<file path="config.mk">
export PLATFORM = sky130hd
export DESIGN_NAME = mem_sum_engine
export DESIGN_NICKNAME = d
export VERILOG_FILES = /design/src/rtl/mem_sum_engine.sv
export SDC_FILE = /design/constraint.sdc
export NUM_CORES = 1
export LEC_CHECK = 0
export CORE_MARGIN = 2
export CORE_UTILIZATION = 30
export DETAILED_ROUTE_END_ITERATION = 8
export PLACE_DENSITY = 0.55
export SYNTH_ARGS = -nofsm -noshare
export SYNTH_HDL_FRONTEND = slang
export SYNTH_SLANG_ARGS = --single-unit
</file>
<file path="constraint.sdc">
create_clock -name clk -period 4.9 [get_ports clk]
set_clock_uncertainty 0.2 [all_clocks]
set_input_delay 0.735 -clock clk [delete_from_list [all_inputs] [get_ports clk]]
set_output_delay 0.735 -clock clk [all_outputs]
set_load 0.01 [all_outputs]
</file>
<file path="src/rtl/mem_sum_engine.sv">
// Array-sum engine: reads len elements two per cycle from a dual-read memory,
// accumulates them modulo 2^n and writes the total back to dst_addr.
module mem_sum_engine #(
    parameter int N = 8
) (
    input  logic         clk,
    input  logic         rst,
    input  logic         start,
    input  logic [N-1:0] src_addr,
    input  logic [N-1:0] len,
    input  logic [N-1:0] dst_addr,
    output logic         busy,
    output logic         done,
    output logic [N-1:0] sum,
    output logic [N-1:0] mem_rd0_addr,
    output logic [N-1:0] mem_rd1_addr,
    input  logic [N-1:0] mem_rd0_data,
    input  logic [N-1:0] mem_rd1_data,
    output logic [N-1:0] mem_wr_addr,
    output logic [N-1:0] mem_wr_data,
    output logic         mem_wr_en
);

    typedef enum logic [1:0] {
        IDLE,
        READ,
        WRITE,
        DONE
    } state_t;

    state_t       state;
    state_t       state_nx;
    logic [N-1:0] ptr;
    logic [N-1:0] remaining;
    logic [N-1:0] acc;
    logic [N-1:0] dst;
    logic [N-1:0] rem_nx;
    logic         pair;

    assign pair   = (remaining >= N'(2));
    assign rem_nx = pair ? remaining - N'(2) : '0;

    always_ff @(posedge clk or posedge rst) begin
        if (rst) begin
            state <= IDLE;
        end else begin
            state <= state_nx;
        end
    end

    always_comb begin
        state_nx     = state;
        busy         = 1'b0;
        done         = 1'b0;
        mem_rd0_addr = '0;
        mem_rd1_addr = '0;
        mem_wr_addr  = '0;
        mem_wr_data  = '0;
        mem_wr_en    = 1'b0;
        unique case (state)
            IDLE: begin
                if (start) begin
                    state_nx = (len != '0) ? READ : WRITE;
                end
            end
            READ: begin
                busy         = 1'b1;
                mem_rd0_addr = ptr;
                mem_rd1_addr = ptr + N'(1);
                if (rem_nx == '0) begin
                    state_nx = WRITE;
                end
            end
            WRITE: begin
                busy        = 1'b1;
                mem_wr_en   = 1'b1;
                mem_wr_addr = dst;
                mem_wr_data = acc;
                state_nx    = DONE;
            end
            DONE: begin
                done     = 1'b1;
                state_nx = IDLE;
            end
        endcase
    end

    // An odd trailing element uses read port 0 only; port 1 data is dropped.
    always_ff @(posedge clk or posedge rst) begin
        if (rst) begin
            ptr       <= '0;
            remaining <= '0;
            acc       <= '0;
            dst       <= '0;
            sum       <= '0;
        end else begin
            unique case (state)
                IDLE: begin
                    if (start) begin
                        ptr       <= src_addr;
                        remaining <= len;
                        dst       <= dst_addr;
                        acc       <= '0;
                        sum       <= '0;
                    end
                end
                READ: begin
                    remaining <= rem_nx;
                    if (pair) begin
                        acc <= acc + mem_rd0_data + mem_rd1_data;
                        ptr <= ptr + N'(2);
                    end else begin
                        acc <= acc + mem_rd0_data;
                    end
                end
                WRITE: begin
                    sum <= acc;
                end
                DONE: begin
                end
            endcase
        end
    end

endmodule
</file>
==> results_dict.tcl <==
set metrics [dict create \
    cts_tree "done" \
    dp_cells 557 \
    status "finished clean" \
    die_width_um 105 \
    cts-root-buf "clkbuf_8" \
    grt_pass1_wl_um 14200 \
    min_period_over_period_pct 75.2 \
    drv_cap 0 \
    use_met2_pct 26.7 \
    layout-drive-gt1-share_pct 5.32 \
    synth_top_cell_area_share_pct 34.7 \
    layout_commonest_cell "clkdlybuf4s50_1" \
    final_cell_mix "clkdlybuf4s50_1, dfrtp_1, nand2_1, o21ai_0" \
    vias 2820 \
    setup_tns_ns 0 \
    routed_wl_um 8470 \
    max_stage_delay_ns 0.47 \
    synthCells 352 \
    syn_nets 418 \
    top_usage_layer "met2" \
    setup_viol 0 \
    antenna_found_initial 0 \
    crit_path_end_kind "register" \
    cts.sinks 42 \
    cts_made_buffers 5 \
    clk_pin_slew_ns 0.08 \
    ios 86 \
    yosysSeqAreaShare_pct 34.7 \
    period_needed_ns 3.69 \
    port_buffers 85 \
    drtIter0Drc 134 \
    synth.ff_latch_count 42 \
    power_density_nw_per_um2 661 \
    gp_routability_congestion 0.807 \
    cts_setup_buffers 0 \
    use_met1_pct 20.4 \
    fill_cells 1002 \
    worstSkewPairLatency_ns 0.30 \
    viasPerCell 4.99 \
    grt_overflow_total 0 \
    critPathKind "input pin to register" \
    multi_input_area_um2 1850 \
    regArea_um2 1050 \
    hold_viol 0 \
    synth_edf_count 0 \
    coreArea_um2 9770 \
    worst_slew_pin_slew_ns 0.740 \
    crit_slowest_cell "clkdlybuf4s50_1" \
    area_growth_pct 35.8 \
    post_cts_resized 0 \
    dr.pass1.iters 4 \
    initial_core_util_pct 31.0 \
    required_ns 4.92 \
    crit_path_start_kind "input pin" \
    use_met3_pct 2.99 \
    wl_per_cell_um 15.0 \
    post-route-drc-count 0 \
    dp_slack_ns 0.907 \
    worst_ep_arrival_time_ns 3.71 \
    clockBufferDepth 2 \
    synthDistinctLibCells 48 \
    synth_area_um2 3030 \
    hp-class "register to register" \
    rows 36 \
    max_freq_mhz 271 \
    synth.avg_cell_area_um2 8.62 \
    antenna_cells 0 \
    rsz0062_at_grt "false" \
    synth_area_leaders "dfrtp_1, ha_1, and2_1" \
    worstPathCellList "clkdlybuf4s50_1, ha_1, a211oi_1, o21bai_1, a21oi_1, xnor2_1, ha_1, o21ai_0, a21oi_1, a221oi_1, nor2_1, xnor2_1, o21ai_0" \
    max-slew-margin-rel_pct 50.6 \
    async_flop_share_pct 100 \
    die_y_um 105 \
    ir_worst_vdd_mv 0.225 \
    synth_top_area_cell "dfrtp_1" \
    report.power.total_mw 2.72 \
    setup_ws_ns 1.21 \
    ctsHoldBuffers 0 \
    fin_cells 565 \
    final_nets 497 \
    grt_max_degree 43 \
    slew_viol_final 0 \
    die-area_um2 10900 \
    ant_nets 0 \
    yosys_warnings 0 \
    critPathMaxFanout 3 \
    h-tree-depth 2 \
    grt_pass1_vias 2799 \
    power.leakage_nw 1.73 \
    dp_hpwl_um 6320 \
    synth-main-ff-cell "dfrtp_1" \
    grt.total_usage_pct 15.8 \
]
-- worst max-delay path, delay by kind of cell --
kind                     cells  cell delay (ns)
buffers and inverters        1             0.47
AO/OA/AOI/OAI                7             1.47
AND/OR/NAND/NOR              1             0.09
adder cells (fa/ha/maj)      2             0.64
XOR/XNOR                     2             0.31
-- synth_stat cells (3+ instances only) --
cell type  number
dfrtp_1        42
nand2_1        35
o21ai_0        29
and2_1         25
nor2_1         25
a21oi_1        24
ha_1           21
inv_1          19
clkbuf_1       13
xnor2_1         9
a22o_1          8
mux2_2          8
xor2_1          8
mux2i_1         7
nor2b_1         6
nor3_1          6
o22ai_1         6
a31oi_1         5
nand3_1         5
nor4_1          5
nand4_1         4
o211ai_1        4
nand2b_1        3
o21ai_1         3
-- power by group --
| group | switching, mW | internal, mW | leakage (nW) |
|---|---|---|---|
| registers | 0.178 | 0.515 | 0.518 |
| clock network | 0.127 | 0.150 | 0.0579 |
| logic | 0.906 | 0.846 | 1.15 |
-- sequential cells by signal, summed over array words and instances (netlist names) --
signal     count
acc            8
remaining      8
ptr            8
state          2
dst            8
sum            8
-- per-layer routing --
metal / part of all wire, % / wire (um)
met1: 46 / 3900
met2: 47 / 3950
met3: 5.1 / 432
met4: 2.2 / 184
met5: 0 / 0
-- layout make-up --
| class | instances | area share, % |
|---|---|---|
| repair buffers | 88 | 21.2 |
| clock buffers | 5 | 1.67 |
| multi-input cells | 275 | 44.9 |
| inverters | 19 | 1.73 |
| clock inverters | 3 | 0.972 |
| flip-flops and latches | 42 | 25.5 |
| well taps | 133 | 4.04 |
-- stage by stage --
step                area [um2]  hold slack [ns]  util, %
floorplan                 3030            0.271        -
global placement          4010            0.281     41.0
detailed placement        4010            0.289     41.0
CTS                       4120            0.308     42.1
global route              4120            0.316     42.1
finish                    4120            0.304     42.1
-- cells by family (layout without fill, tap and decap cells) --
group | Yosys count | after routing | synth area share (%)
and+or+nand+nor | 119 | 119 | 19.4
AOI/OAI and AO/OA | 100 | 100 | 20.8
DFF | 42 | 42 | 34.7
buffers and inverters | 35 | 115 | 4.41
adders and majority gates | 23 | 23 | 9.98
xor gates and xnor gates | 17 | 17 | 4.91
muxes | 16 | 16 | 5.78
-- path summary, 6_finish.rpt --
path                               startpoint                  to  slack, ns  depth (start not counted)
hold / removal             dst[7]$_DFFE_PP0P_  dst[7]$_DFFE_PP0P_       0.30                          1
min in group asynchronous                 rst  ptr[3]$_DFFE_PP0P_       0.68                          3
setup / recovery              mem_rd0_data[1]  acc[7]$_DFFE_PP0P_       1.21                         13
max in group asynchronous                 rst  acc[2]$_DFFE_PP0P_       3.44                          3
setup reg to reg           acc[1]$_DFFE_PP0P_  acc[7]$_DFFE_PP0P_       1.66                         12
hold reg to reg            dst[7]$_DFFE_PP0P_  dst[7]$_DFFE_PP0P_       0.30                          1
No activity file was read; power rests on OpenSTA's default activity.
